==> src/rtl/irq_ctrl_pkg.sv <==
// Shared constants for the interrupt controller: register offsets, ID width
// and the byte-enable expansion used by every masked register write.
package irq_ctrl_pkg;

    localparam int IRQ_ID_W = 5;

    localparam logic [2:0] REG_PENDING = 3'd0;
    localparam logic [2:0] REG_ENABLE  = 3'd1;
    localparam logic [2:0] REG_SET     = 3'd2;
    localparam logic [2:0] REG_CLEAR   = 3'd3;
    localparam logic [2:0] REG_SECURE  = 3'd4;
    localparam logic [2:0] REG_STATUS  = 3'd5;

    function automatic logic [31:0] be_to_mask(input logic [3:0] be);
        logic [31:0] m;
        for (int b = 0; b < 4; b++) begin
            m[b*8 +: 8] = {8{be[b]}};
        end
        return m;
    endfunction

endpackage

==> src/rtl/irq_ctrl_if.sv <==
// Data-bus port (req/gnt/rvalid) between a bus master and the interrupt
// controller's register file.
interface irq_ctrl_if #(
    parameter int ADDR_WIDTH = 22
);

    logic                  req;
    logic [ADDR_WIDTH-1:0] addr;
    logic                  we;
    logic [3:0]            be;
    logic [31:0]           wdata;
    logic                  gnt;
    logic                  rvalid;
    logic [31:0]           rdata;

    modport master (
        output req, addr, we, be, wdata,
        input  gnt, rvalid, rdata
    );

    modport slave (
        input  req, addr, we, be, wdata,
        output gnt, rvalid, rdata
    );

endinterface

==> src/rtl/irq_prio_enc.sv <==
// Lowest-index-wins priority encoder; id is 0 when nothing is requested.
module irq_prio_enc
    import irq_ctrl_pkg::*;
#(
    parameter int NUM_SRC = 32
) (
    input  logic [NUM_SRC-1:0]  req,
    output logic [IRQ_ID_W-1:0] id,
    output logic                valid
);

    // Scan downwards so the last hit, the lowest index, is the one kept.
    always_comb begin
        id    = '0;
        valid = |req;
        for (int k = NUM_SRC - 1; k >= 0; k--) begin
            if (req[k]) id = IRQ_ID_W'(k);
        end
    end

endmodule

==> src/rtl/irq_ctrl.sv <==
// Interrupt controller for the RI5CY irq_i/irq_id_i/irq_sec_i interface:
// rising-edge capture into PENDING, lowest-ID arbitration, bus register file.
module irq_ctrl
    import irq_ctrl_pkg::*;
#(
    parameter int ADDR_WIDTH = 22,
    parameter int NUM_SRC    = 32
) (
    input  logic                clk_i,
    input  logic                rst_i,
    input  logic [NUM_SRC-1:0]  irq_src_i,
    output logic                irq_o,
    output logic [IRQ_ID_W-1:0] irq_id_o,
    output logic                irq_sec_o,
    input  logic                irq_ack_i,
    input  logic [IRQ_ID_W-1:0] irq_ack_id_i,
    irq_ctrl_if.slave           bus
);

    logic [NUM_SRC-1:0]  pending;
    logic [NUM_SRC-1:0]  enable;
    logic [NUM_SRC-1:0]  secure;
    logic [NUM_SRC-1:0]  prev;
    logic                primed;

    logic [NUM_SRC-1:0]  active;
    logic [NUM_SRC-1:0]  edge_det;
    logic [NUM_SRC-1:0]  set_v;
    logic [NUM_SRC-1:0]  clr_v;
    logic [NUM_SRC-1:0]  wr_mask;
    logic [NUM_SRC-1:0]  wdata_m;
    logic [31:0]         byte_m;
    logic [31:0]         sec_w;
    logic [31:0]         rd_val;
    logic [2:0]          sel;
    logic                wr;
    logic [IRQ_ID_W-1:0] enc_id;
    logic                enc_vld;

    logic                vld_p1;
    logic [31:0]         rdata_p1;

    assign sel     = bus.addr[4:2];
    assign wr      = bus.req & bus.we;
    assign byte_m  = be_to_mask(bus.be);
    assign wr_mask = byte_m[NUM_SRC-1:0];
    assign wdata_m = bus.wdata[NUM_SRC-1:0] & wr_mask;

    // Edges are suppressed until prev has been loaded once after reset, so a
    // source already high at release does not look like a fresh edge.
    assign edge_det = primed ? (irq_src_i & ~prev) : '0;
    assign set_v    = edge_det | ((wr && sel == REG_SET) ? wdata_m : '0);

    always_comb begin
        clr_v = '0;
        for (int k = 0; k < NUM_SRC; k++) begin
            if (irq_ack_i && 32'(irq_ack_id_i) == k) clr_v[k] = 1'b1;
        end
        if (wr && sel == REG_CLEAR) clr_v = clr_v | wdata_m;
    end

    assign active = pending & enable;

    irq_prio_enc #(
        .NUM_SRC (NUM_SRC)
    ) u_prio_enc (
        .req   (active),
        .id    (enc_id),
        .valid (enc_vld)
    );

    assign irq_o     = enc_vld;
    assign irq_id_o  = enc_id;
    assign sec_w     = 32'(secure);
    assign irq_sec_o = sec_w[enc_id] & enc_vld;

    always_comb begin
        rd_val = '0;
        if (!bus.we) begin
            case (sel)
                REG_PENDING: rd_val = 32'(pending);
                REG_ENABLE:  rd_val = 32'(enable);
                REG_SECURE:  rd_val = 32'(secure);
                REG_STATUS:  rd_val = {irq_o, 26'b0, irq_id_o};
                default:     rd_val = '0;
            endcase
        end
    end

    // p0 -> p1: state update and bus response register
    always_ff @(posedge clk_i or posedge rst_i) begin
        if (rst_i) begin
            pending  <= '0;
            enable   <= '0;
            secure   <= '0;
            prev     <= '0;
            primed   <= 1'b0;
            vld_p1   <= 1'b0;
            rdata_p1 <= '0;
        end else begin
            prev     <= irq_src_i;
            primed   <= 1'b1;
            pending  <= (pending & ~clr_v) | set_v;
            if (wr && sel == REG_ENABLE) enable <= (enable & ~wr_mask) | wdata_m;
            if (wr && sel == REG_SECURE) secure <= (secure & ~wr_mask) | wdata_m;
            vld_p1   <= bus.req;
            rdata_p1 <= bus.req ? rd_val : '0;
        end
    end

    assign bus.gnt    = bus.req;
    assign bus.rvalid = vld_p1;
    assign bus.rdata  = rdata_p1;

endmodule
==> src/flat_wrapper.sv <==
// flat-port wrapper written by rule: the top's interface ports become plain ports
module irq_ctrl_flat import irq_ctrl_pkg::*;
#(
    parameter int ADDR_WIDTH = 22,
    parameter int NUM_SRC    = 32
)
  (clk_i, rst_i, irq_src_i, irq_o, irq_id_o, irq_sec_o, irq_ack_i, irq_ack_id_i, bus_req, bus_addr, bus_we, bus_be, bus_wdata, bus_gnt, bus_rvalid, bus_rdata);
  irq_ctrl_if #(.ADDR_WIDTH(ADDR_WIDTH)) bus_i ();
  input  logic clk_i;
  input  logic rst_i;
  input  logic [NUM_SRC-1:0] irq_src_i;
  output logic irq_o;
  output logic [IRQ_ID_W-1:0] irq_id_o;
  output logic irq_sec_o;
  input  logic irq_ack_i;
  input  logic [IRQ_ID_W-1:0] irq_ack_id_i;
  input wire logic [$bits(bus_i.req)-1:0] bus_req;
  input wire logic [$bits(bus_i.addr)-1:0] bus_addr;
  input wire logic [$bits(bus_i.we)-1:0] bus_we;
  input wire logic [$bits(bus_i.be)-1:0] bus_be;
  input wire logic [$bits(bus_i.wdata)-1:0] bus_wdata;
  output wire logic [$bits(bus_i.gnt)-1:0] bus_gnt;
  output wire logic [$bits(bus_i.rvalid)-1:0] bus_rvalid;
  output wire logic [$bits(bus_i.rdata)-1:0] bus_rdata;
  assign bus_i.req = bus_req;
  assign bus_i.addr = bus_addr;
  assign bus_i.we = bus_we;
  assign bus_i.be = bus_be;
  assign bus_i.wdata = bus_wdata;
  assign bus_gnt = bus_i.gnt;
  assign bus_rvalid = bus_i.rvalid;
  assign bus_rdata = bus_i.rdata;
  irq_ctrl #(.ADDR_WIDTH(ADDR_WIDTH), .NUM_SRC(NUM_SRC)) u_core (.clk_i(clk_i), .rst_i(rst_i), .irq_src_i(irq_src_i), .irq_o(irq_o), .irq_id_o(irq_id_o), .irq_sec_o(irq_sec_o), .irq_ack_i(irq_ack_i), .irq_ack_id_i(irq_ack_id_i), .bus(bus_i));
endmodule
==> config.mk <==
export PLATFORM = sky130hd
export DESIGN_NAME = irq_ctrl_flat
export DESIGN_NICKNAME = d
export VERILOG_FILES = /design/src/rtl/irq_ctrl_pkg.sv /design/src/rtl/irq_ctrl_if.sv /design/src/rtl/irq_prio_enc.sv /design/src/rtl/irq_ctrl.sv /design/src/flat_wrapper.sv
export SDC_FILE = /design/constraint.sdc
export NUM_CORES = 1
export LEC_CHECK = 0
export ABC_AREA = 1
export CAP_MARGIN = 0
export CORE_AREA = 2 2 142 144
export CTS_BUF_LIST = sky130_fd_sc_hd__clkbuf_2 sky130_fd_sc_hd__clkbuf_4 sky130_fd_sc_hd__clkbuf_8
export DETAILED_ROUTE_END_ITERATION = 16
export DIE_AREA = 0 0 144 146
export PLACE_DENSITY = 0.68
export SLEW_MARGIN = 20
export SYNTH_ARGS = -nofsm -noshare
export SYNTH_HDL_FRONTEND = slang
export SYNTH_SLANG_ARGS = --single-unit
==> constraint.sdc <==
create_clock -name clk_i -period 4.9 [get_ports clk_i]
set_input_delay 0.49 -clock clk_i [delete_from_list [all_inputs] [get_ports clk_i]]
set_output_delay 0.49 -clock clk_i [all_outputs]
set_load 0.02 [all_outputs]
==> results of run 1 <==
## repair_timing
action	4_1_cts	5_1_grt
endpoints found under the setup margin	0	1
hold endpoints to repair	0	0
hold buffers	0	0
resized for setup	0	2
## layout by cell type, fill, tap and decap left out, types with 16 or more instances in the layout
| cell type | Yosys | routed |
|---|---|---|
| sky130_fd_sc_hd__a21oi_1 | 16 | 16 |
| sky130_fd_sc_hd__a32oi_1 | 25 | 25 |
| sky130_fd_sc_hd__clkbuf_8 | 0 | 18 |
| sky130_fd_sc_hd__clkdlybuf4s50_1 | 0 | 120 |
| sky130_fd_sc_hd__dfrtp_1 | 162 | 162 |
| sky130_fd_sc_hd__inv_1 | 91 | 89 |
| sky130_fd_sc_hd__nand2_1 | 349 | 349 |
| sky130_fd_sc_hd__nand3_1 | 67 | 67 |
| sky130_fd_sc_hd__nor2_1 | 76 | 76 |
| sky130_fd_sc_hd__o21ai_0 | 66 | 66 |
| sky130_fd_sc_hd__o311ai_0 | 31 | 31 |
## stage by stage
| stage | instances | power, W | hold slack, ps |
|---|---|---|---|
| after floorplan | 954 | 0.00216 | 474 |
| after global placement | 1312 | 0.00247 | 487 |
| after detailed placement | 1312 | 0.00248 | 495 |
| after CTS | 1341 | 0.00348 | 457 |
| after global routing | 1341 | 0.00367 | 462 |
| final | 1342 | 0.00347 | 490 |
## report_power, final
group	total (W)	switching [W]	leakage, nW	internal [W]
combinational	0.000873	0.000553	2.41	0.000320
sequential	0.00160	0.000117	1.98	0.00149
clock	0.000996	0.000492	0.188	0.000504
total	0.00347	0.00116	4.58	0.00231
## worst min-delay path by stage
stage                 endpoint     startpoint  depth (start not counted)  slack, ps
6_report       u_core.prev[24]  irq_src_i[24]                          1        490
5_1_grt        u_core.prev[15]  irq_src_i[15]                          1        460
4_1_cts        u_core.prev[24]  irq_src_i[24]                          1        460
3_5_place_dp          register       register                          2        500
3_3_place_gp          register       register                          2        490
2_1_floorplan         register       register                          2        470
## metal layers
layer	track usage, %	vias to the layer above
li1	-	3359
met1	32.4	3321
met2	33.9	366
met3	6.32	52
met4	8.63	0
met5	0	-
## synthesized netlist by cell type
cell type / instances
sky130_fd_sc_hd__nand2_1: 349
sky130_fd_sc_hd__a21oi_1: 16
sky130_fd_sc_hd__nor3_1: 3
sky130_fd_sc_hd__a32oi_1: 25
sky130_fd_sc_hd__inv_2: 2
sky130_fd_sc_hd__conb_1: 1
sky130_fd_sc_hd__nand2_2: 2
sky130_fd_sc_hd__o31ai_1: 7
sky130_fd_sc_hd__nor2_1: 76
sky130_fd_sc_hd__nand2_4: 2
sky130_fd_sc_hd__o311ai_0: 31
sky130_fd_sc_hd__nor4_1: 2
sky130_fd_sc_hd__clkbuf_1: 33
sky130_fd_sc_hd__o211ai_1: 6
sky130_fd_sc_hd__a22o_1: 4
sky130_fd_sc_hd__buf_4: 2
sky130_fd_sc_hd__nand3_1: 67
sky130_fd_sc_hd__buf_6: 1
sky130_fd_sc_hd__nand3_2: 1
sky130_fd_sc_hd__inv_1: 91
sky130_fd_sc_hd__o21ai_0: 66
sky130_fd_sc_hd__dfrtp_1: 162
sky130_fd_sc_hd__a31oi_1: 2
sky130_fd_sc_hd__o21bai_1: 1
sky130_fd_sc_hd__a221oi_1: 2
## layout make-up
cell class / instances / area, um^2 / share of cell area [%]
inverters: 93 / 354 / 3.72
clock inverters: 11 / 140 / 1.47
well taps: 265 / 332 / 3.49
clock buffers: 18 / 248 / 2.61
diodes: 1 / 2.50 / 0.0263
multi-input cells: 663 / 3100 / 32.6
repair buffers: 129 / 1270 / 13.4
flip-flops and latches: 162 / 4050 / 42.6
## kinds of logic after synthesis
group | Yosys count | synth area share, %
and+or+nand+nor | 502 | 26.3
DFF | 162 | 53.1
buffers and inverters | 129 | 6.54
other | 1 | 0.0491
AOI/OAI and AO/OA | 160 | 14.0
==> flow_summary.html, run 1 <==
<table>
<tr><th>Metric</th><th>Value</th></tr>
<tr><th colspan="2">Cells and area</th></tr>
<tr><td>Post-Layout Inst Area</td><td>9510 um^2</td></tr>
<tr><td>Layout cells sized above 1</td><td>4.55%</td></tr>
<tr><td>Count of filler cells inserted in the layout</td><td>approximately 1900</td></tr>
<tr><td>Number of nets at the end of the flow</td><td>1166</td></tr>
<tr><td>Area overhead of the layout relative to synthesis</td><td>24.6%</td></tr>
<tr><td>Final Util</td><td>49.2%</td></tr>
<tr><th colspan="2">Logic synthesis</th></tr>
<tr><td>Synth unique cells</td><td>25</td></tr>
<tr><td>Cell area after synthesis</td><td>roughly 7600 um^2</td></tr>
<tr><td>Part of the Yosys area used for sequential elements</td><td>53.1%</td></tr>
<tr><td>Top-area cell type share of the netlist area</td><td>a little over half</td></tr>
<tr><td>Post-Syn Area per Cell</td><td>8.00 um^2</td></tr>
<tr><td>Register bit count reported by yosys</td><td>about 160</td></tr>
<tr><td>Cell types occupying the most area after synthesis</td><td>sky130_fd_sc_hd__dfrtp_1 53%, sky130_fd_sc_hd__nand2_1 17%, sky130_fd_sc_hd__inv_1 4.5%</td></tr>
<tr><td>Top cell type by total area after synthesis</td><td>sky130_fd_sc_hd__dfrtp_1</td></tr>
<tr><td>Synth Warn #</td><td>0</td></tr>
<tr><td>Number of nets in the synthesized netlist</td><td>1054</td></tr>
<tr><td>Cells after Synth</td><td>about 950</td></tr>
<tr><th colspan="2">Worst setup path</th></tr>
<tr><td>Critical-path top delay cell</td><td>sky130_fd_sc_hd__dfrtp_1</td></tr>
<tr><td>Worst setup EP type</td><td>output pin</td></tr>
<tr><td>Cell family contributing the most delay on the critical path</td><td>simple AND/OR/NAND/NOR gates</td></tr>
<tr><td>Worst path arrival time</td><td>3640 ps</td></tr>
<tr><td>Worst-case register-to-register setup slack</td><td>2050 ps</td></tr>
<tr><td>Category of the worst setup path launch point</td><td>register</td></tr>
<tr><td>CP max stage delay</td><td>410 ps</td></tr>
<tr><td>Critical register-to-register path endpoint</td><td>u_core.bus.rdata[0]</td></tr>
<tr><td>Class of the most critical setup path</td><td>register to output pin</td></tr>
<tr><td>Startpoint of the worst setup timing path</td><td>u_core.pending[30]</td></tr>
<tr><td>Worst Path Buf+Inv</td><td>1</td></tr>
<tr><td>Endpoint of the worst setup timing path</td><td>irq_sec_o</td></tr>
<tr><td>Origin of the critical flop-to-flop path</td><td>u_core.pending[30]</td></tr>
<tr><td>CP Data Required Time</td><td>4410 ps</td></tr>
<tr><td>Maximum fanout along the worst path</td><td>17</td></tr>
<tr><td>Crit path top cell by count</td><td>sky130_fd_sc_hd__nand2_1</td></tr>
<tr><td>Path length in cells of the critical path</td><td>39</td></tr>
<tr><td>Logic depth of the worst register-to-register path</td><td>35</td></tr>
<tr><th colspan="2">STA</th></tr>
<tr><td>Final hold violation count</td><td>0</td></tr>
<tr><td>Total of endpoints with negative setup slack in the final report</td><td>0</td></tr>
<tr><td>Slew at the pin closest to its max-slew limit</td><td>937 ps</td></tr>
<tr><td>Part of the cycle the worst path needs</td><td>84.2%</td></tr>
<tr><td>Relative slew margins</td><td>a little under two fifths</td></tr>
<tr><td>Peak Freq</td><td>242 MHz</td></tr>
<tr><td>Minimum clock period</td><td>around 4100 ps</td></tr>
<tr><td>Total negative setup slack</td><td>0 ps</td></tr>
<tr><td>RSZ-0062 raised after global routing</td><td>no</td></tr>
<tr><td>Post-layout worst setup margin</td><td>roughly 770 ps</td></tr>
<tr><td>Clk_skew</td><td>about 7.3 ps</td></tr>
<tr><td>Slew Limit Fails</td><td>0</td></tr>
<tr><th colspan="2">GRT</th></tr>
<tr><td>GR Overflow Total</td><td>0</td></tr>
<tr><td>Global-route usage over all layers</td><td>between 20% and 30%</td></tr>
<tr><td>Pin count of the biggest net entering global routing</td><td>105</td></tr>
<tr><td>Initial antenna violation count</td><td>1</td></tr>
<tr><td>First-pass GRT wire length</td><td>37.0 mm</td></tr>
<tr><td>Via count of the first global-routing pass</td><td>6795</td></tr>
<tr><th colspan="2">Detailed routing</th></tr>
<tr><td>Number of vias after detailed routing</td><td>7098</td></tr>
<tr><td>Met2 routed WL</td><td>10.5 mm</td></tr>
<tr><td>M1 wire length</td><td>about 10 mm</td></tr>
<tr><td>Via density per instance</td><td>approximately 5.3</td></tr>
<tr><td>Met3 wire length</td><td>2.09 mm</td></tr>
<tr><td>Uppermost routed layer</td><td>met4</td></tr>
<tr><td>DRC viols</td><td>0</td></tr>
<tr><td>Number of design-rule violations left by the first detailed-router iteration</td><td>659</td></tr>
<tr><td>Per-cell routed wire length</td><td>17.5 um</td></tr>
<tr><td>Total Routed Length</td><td>23.5 mm</td></tr>
<tr><td>Detail Route Antenna Nets</td><td>0</td></tr>
<tr><td>Drt first pass iters</td><td>5</td></tr>
<tr><th colspan="2">CTS</th></tr>
<tr><td>Clock insertion delay at the later pin of the skew report</td><td>460 ps</td></tr>
<tr><td>TritonCTS Buffers</td><td>17</td></tr>
<tr><td>Max Buffers Root-to-Sink</td><td>2</td></tr>
<tr><td>Clk slew on worst S/H paths</td><td>about 90 ps</td></tr>
<tr><td>Maximum level of the CTS H-tree</td><td>4</td></tr>
<tr><td>Clock sink total</td><td>162</td></tr>
<tr><td>Clock root buffer</td><td>sky130_fd_sc_hd__clkbuf_8</td></tr>
<tr><td>Setup repair bufs after CTS</td><td>0</td></tr>
<tr><td>CTS tree</td><td>yes</td></tr>
<tr><th colspan="2">Placement</th></tr>
<tr><td>HPWL after DPL</td><td>16.1 mm</td></tr>
<tr><td>Placer congestion estimate</td><td>just under 0.9</td></tr>
<tr><td>Pre-CTS setup slack</td><td>892 ps</td></tr>
<tr><td>Number of I/O port buffers</td><td>121</td></tr>
<tr><td>Placed standard-cell area</td><td>9100 um^2</td></tr>
<tr><th colspan="2">Die</th></tr>
<tr><td>DIE AREA</td><td>approximately 21000 um^2</td></tr>
<tr><td>Number of rows in the core area</td><td>~50</td></tr>
<tr><td>Area of the core region</td><td>19300 um^2</td></tr>
<tr><td># IOs</td><td>roughly 140</td></tr>
<tr><td>Chip Height</td><td>146 um</td></tr>
<tr><td>Overall die width</td><td>144 um</td></tr>
<tr><td>Effective utilization at floorplan</td><td>39.5%</td></tr>
<tr><th colspan="2">Job</th></tr>
<tr><td>Total of max-cap violations</td><td>0</td></tr>
<tr><th colspan="2">Pwr</th></tr>
<tr><td>PwrDens</td><td>~370 nW/um^2</td></tr>
<tr><td>Highest ir drop seen on vdd</td><td>0.170 mV</td></tr>
<tr><td>Leakage power</td><td>~4.6 nW</td></tr>
<tr><th colspan="2">Hold path</th></tr>
<tr><td>Worst hold path class</td><td>input pin to register</td></tr>
<tr><th colspan="2">Status</th></tr>
<tr><td>Result of the run</td><td>completed</td></tr>
</table>
No activity file was read; power rests on OpenSTA's default activity.
==> inputs of run 2 (changes only) <==
Settings changed: PLACE_DENSITY 0.68 to 0.66.
Clock period 4.9 ns to 4.05 ns, I/O delays scaled along.
==> flow_summary.html, run 2 (synthesis gave the netlist of run 1 again) <==
<table>
<tr><th>Metric</th><th>Value</th></tr>
<tr><th colspan="2">Die</th></tr>
<tr><td>Chip Height</td><td>146 um</td></tr>
<tr><td>DIE AREA</td><td>21000 um^2</td></tr>
<tr><td># IOs</td><td>141</td></tr>
<tr><td>Number of rows in the core area</td><td>51</td></tr>
<tr><td>Area of the core region</td><td>between 15000 and 20000 um^2</td></tr>
<tr><td>Overall die width</td><td>144 um</td></tr>
<tr><td>Effective utilization at floorplan</td><td>between 30% and 40%</td></tr>
<tr><th colspan="2">Worst setup path</th></tr>
<tr><td>Cell family contributing the most delay on the critical path</td><td>simple AND/OR/NAND/NOR gates</td></tr>
<tr><td>Class of the most critical setup path</td><td>register to output pin</td></tr>
<tr><td>CP max stage delay</td><td>390 ps</td></tr>
<tr><td>Category of the worst setup path launch point</td><td>register</td></tr>
<tr><td>Worst setup EP type</td><td>output pin</td></tr>
<tr><td>Endpoint of the worst setup timing path</td><td>irq_sec_o</td></tr>
<tr><td>Critical-path top delay cell</td><td>sky130_fd_sc_hd__dfrtp_1</td></tr>
<tr><td>Worst path arrival time</td><td>3510 ps</td></tr>
<tr><td>Critical register-to-register path endpoint</td><td>u_core.bus.rdata[0]</td></tr>
<tr><td>Startpoint of the worst setup timing path</td><td>u_core.pending[31]</td></tr>
<tr><td>Worst-case register-to-register setup slack</td><td>1360 ps</td></tr>
<tr><td>Maximum fanout along the worst path</td><td>8</td></tr>
<tr><td>Path length in cells of the critical path</td><td>40</td></tr>
<tr><td>Worst Path Buf+Inv</td><td>2</td></tr>
<tr><td>Crit path top cell by count</td><td>sky130_fd_sc_hd__nand2_1</td></tr>
<tr><td>Logic depth of the worst register-to-register path</td><td>35</td></tr>
<tr><td>CP Data Required Time</td><td>3640 ps</td></tr>
<tr><th colspan="2">CTS</th></tr>
<tr><td>Clock root buffer</td><td>sky130_fd_sc_hd__clkbuf_8</td></tr>
<tr><td>Clk slew on worst S/H paths</td><td>90 ps</td></tr>
<tr><td>Maximum level of the CTS H-tree</td><td>4</td></tr>
<tr><td>Clock insertion delay at the later pin of the skew report</td><td>480 ps</td></tr>
<tr><td>Max Buffers Root-to-Sink</td><td>2</td></tr>
<tr><td>Cts hold-fix bufs</td><td>0</td></tr>
<tr><td>TritonCTS Buffers</td><td>17</td></tr>
<tr><td>Clock sink total</td><td>162</td></tr>
<tr><td>CTS tree</td><td>yes</td></tr>
<tr><th colspan="2">Hold path</th></tr>
<tr><td>Worst hold path class</td><td>input pin to register</td></tr>
<tr><th colspan="2">STA</th></tr>
<tr><td>Slew at the pin closest to its max-slew limit</td><td>995 ps</td></tr>
<tr><td>Minimum clock period</td><td>3910 ps</td></tr>
<tr><td>Slew Limit Fails</td><td>0</td></tr>
<tr><td>Smallest hold slack</td><td>388 ps</td></tr>
<tr><td>Total of endpoints with negative setup slack in the final report</td><td>0</td></tr>
<tr><td>Relative slew margins</td><td>33.7%</td></tr>
<tr><td>Final hold violation count</td><td>0</td></tr>
<tr><td>Peak Freq</td><td>between 200 and 300 MHz</td></tr>
<tr><td>RSZ-0062 raised after global routing</td><td>yes</td></tr>
<tr><td>Part of the cycle the worst path needs</td><td>96.6%</td></tr>
<tr><td>Clk_skew</td><td>between 10 and 15 ps</td></tr>
<tr><th colspan="2">Placement</th></tr>
<tr><td>Placed standard-cell area</td><td>9120 um^2</td></tr>
<tr><td>Number of I/O port buffers</td><td>121</td></tr>
<tr><td>HPWL after DPL</td><td>16.1 mm</td></tr>
<tr><td>Placer congestion estimate</td><td>slightly below 0.9</td></tr>
<tr><th colspan="2">Job</th></tr>
<tr><td>Total of max-cap violations</td><td>0</td></tr>
<tr><th colspan="2">GRT</th></tr>
<tr><td>First-pass GRT wire length</td><td>36.6 mm</td></tr>
<tr><td>Global-route usage over all layers</td><td>22.9%</td></tr>
<tr><td>Via count of the first global-routing pass</td><td>6636</td></tr>
<tr><td>Initial antenna violation count</td><td>0</td></tr>
<tr><td>GR Overflow Total</td><td>0</td></tr>
<tr><td>Pin count of the biggest net entering global routing</td><td>about 160</td></tr>
<tr><th colspan="2">Cells and area</th></tr>
<tr><td>Area overhead of the layout relative to synthesis</td><td>27.1%</td></tr>
<tr><td>Final Util</td><td>50.2%</td></tr>
<tr><td>Number of nets at the end of the flow</td><td>1173</td></tr>
<tr><td>Most common cell after layout, fill and taps aside</td><td>sky130_fd_sc_hd__nand2_1</td></tr>
<tr><td>Count of filler cells inserted in the layout</td><td>1863</td></tr>
<tr><td>Layout cells sized above 1</td><td>6.54%</td></tr>
<tr><td>Post-Layout Inst Area</td><td>between 9000 and 10000 um^2</td></tr>
<tr><td>Most frequent cells in the layout</td><td>346 x sky130_fd_sc_hd__nand2_1, 162 x sky130_fd_sc_hd__dfrtp_1, 119 x sky130_fd_sc_hd__clkdlybuf4s50_1</td></tr>
<tr><td>Antenna diode instance count</td><td>0</td></tr>
<tr><th colspan="2">Detailed routing</th></tr>
<tr><td>Number of design-rule violations left by the first detailed-router iteration</td><td>748</td></tr>
<tr><td>Via density per instance</td><td>5.30</td></tr>
<tr><td>Total Routed Length</td><td>23.8 mm</td></tr>
<tr><td>DRC viols</td><td>0</td></tr>
<tr><td>Met2 routed WL</td><td>10.5 mm</td></tr>
<tr><td>Number of vias after detailed routing</td><td>7161</td></tr>
<tr><td>Drt first pass iters</td><td>5</td></tr>
<tr><td>M1 wire length</td><td>10.5 mm</td></tr>
<tr><td>Uppermost routed layer</td><td>met4</td></tr>
<tr><td>Met3 wire length</td><td>1.93 mm</td></tr>
<tr><td>Per-cell routed wire length</td><td>17.6 um</td></tr>
<tr><td>Detail Route Antenna Nets</td><td>0</td></tr>
<tr><th colspan="2">Pwr</th></tr>
<tr><td>Combinational fraction of design power</td><td>27.0%</td></tr>
<tr><td>Highest ir drop seen on vdd</td><td>0.254 mV</td></tr>
<tr><td>Leakage power</td><td>roughly 4.7 nW</td></tr>
<tr><td>Net load switching power</td><td>0.00152 W</td></tr>
<tr><td>Internal Pwr Total</td><td>0.00291 W</td></tr>
<tr><td>Clk network pwr share</td><td>29.2%</td></tr>
<tr><td>PwrDens</td><td>457 nW/um^2</td></tr>
<tr><td>Net Sw Frac</td><td>between 30% and 40%</td></tr>
<tr><td>Sequential power share</td><td>43.8%</td></tr>
<tr><th colspan="2">Status</th></tr>
<tr><td>Result of the run</td><td>completed</td></tr>
</table>
-- run 2: cell count changes in the layout (fill, tap and decap cells not counted), sizes merged --
cell	previous run	this run
diode	1	0
buf	8	14
nand2	353	355
inv	93	92
clkdlybuf4s50	120	119
clkinvlp	4	5
clkinv	4	5
clkbuf	18	20
-- run 2: routing by layer --
layer | vias up | GRT usage (%)
li1 | 3382 | -
met1 | 3390 | 32.7
met2 | 329 | 33.6
met3 | 60 | 5.03
met4 | 0 | 9.36
met5 | - | 0
-- run 2: worst reg2reg max path, delay by kind of cell, from the launching register on --
kind,cells,cell delay [ps]
flip-flops,1,420
buffers and inverters,1,120
AND/OR/NAND/NOR,33,1950
AO/OA/AOI/OAI,1,140
-- run 2: layout make-up --
| class | count | area, um^2 | area share, % |
|---|---|---|---|
| sequential | 162 | 4050 | 41.8 |
| multi-input combinational | 665 | 3190 | 32.9 |
| timing repair buffer | 134 | 1340 | 13.8 |
| inverter | 93 | 353 | 3.64 |
| tap | 265 | 332 | 3.42 |
| clock buffer | 20 | 275 | 2.84 |
| clock inverter | 12 | 156 | 1.61 |
-- run 2: worst min path at each step --
stage	to	startpoint	slack (ps)	cells after the start
2_1_floorplan	u_core.bus.rvalid	bus_req	440	0
3_3_place_gp	register	register	490	2
3_5_place_dp	register	register	490	2
4_1_cts	u_core.prev[24]	irq_src_i[24]	370	1
5_1_grt	u_core.prev[26]	irq_src_i[26]	380	1
6_report	u_core.prev[24]	irq_src_i[24]	390	1
-- run 2: what timing repair did --
action,CTS,global route
setup buffers,0,4
cloned,0,2
pin swaps,0,13
gates resized for setup,6,16
endpoints found under the setup margin,1,2
-- run 2: power by group through the flow --
stage / Sequential [W] / Clock, W / Combinational, W
6_report: 0.00194 / 0.00130 / 0.00120
5_1_grt: 0.00196 / 0.00138 / 0.00131
4_1_cts: 0.00193 / 0.00130 / 0.00107
3_5_place_dp: 0.00197 / 0 / 0.00106
3_3_place_gp: 0.00196 / 0 / 0.00105
2_1_floorplan: 0.00193 / 0 / 0.000677
-- run 2: per-stage QoR --
stage	TNS, ps	power (W)	cells	setup WS (ps)
final	0	0.00443	1351	136
after global routing	-242	0.00465	1351	-242
after CTS	0	0.00431	1345	82.4
after detailed placement	0	0.00302	1313	166
after global placement	0	0.00301	1313	164
after floorplan	0	0.00261	954	1140
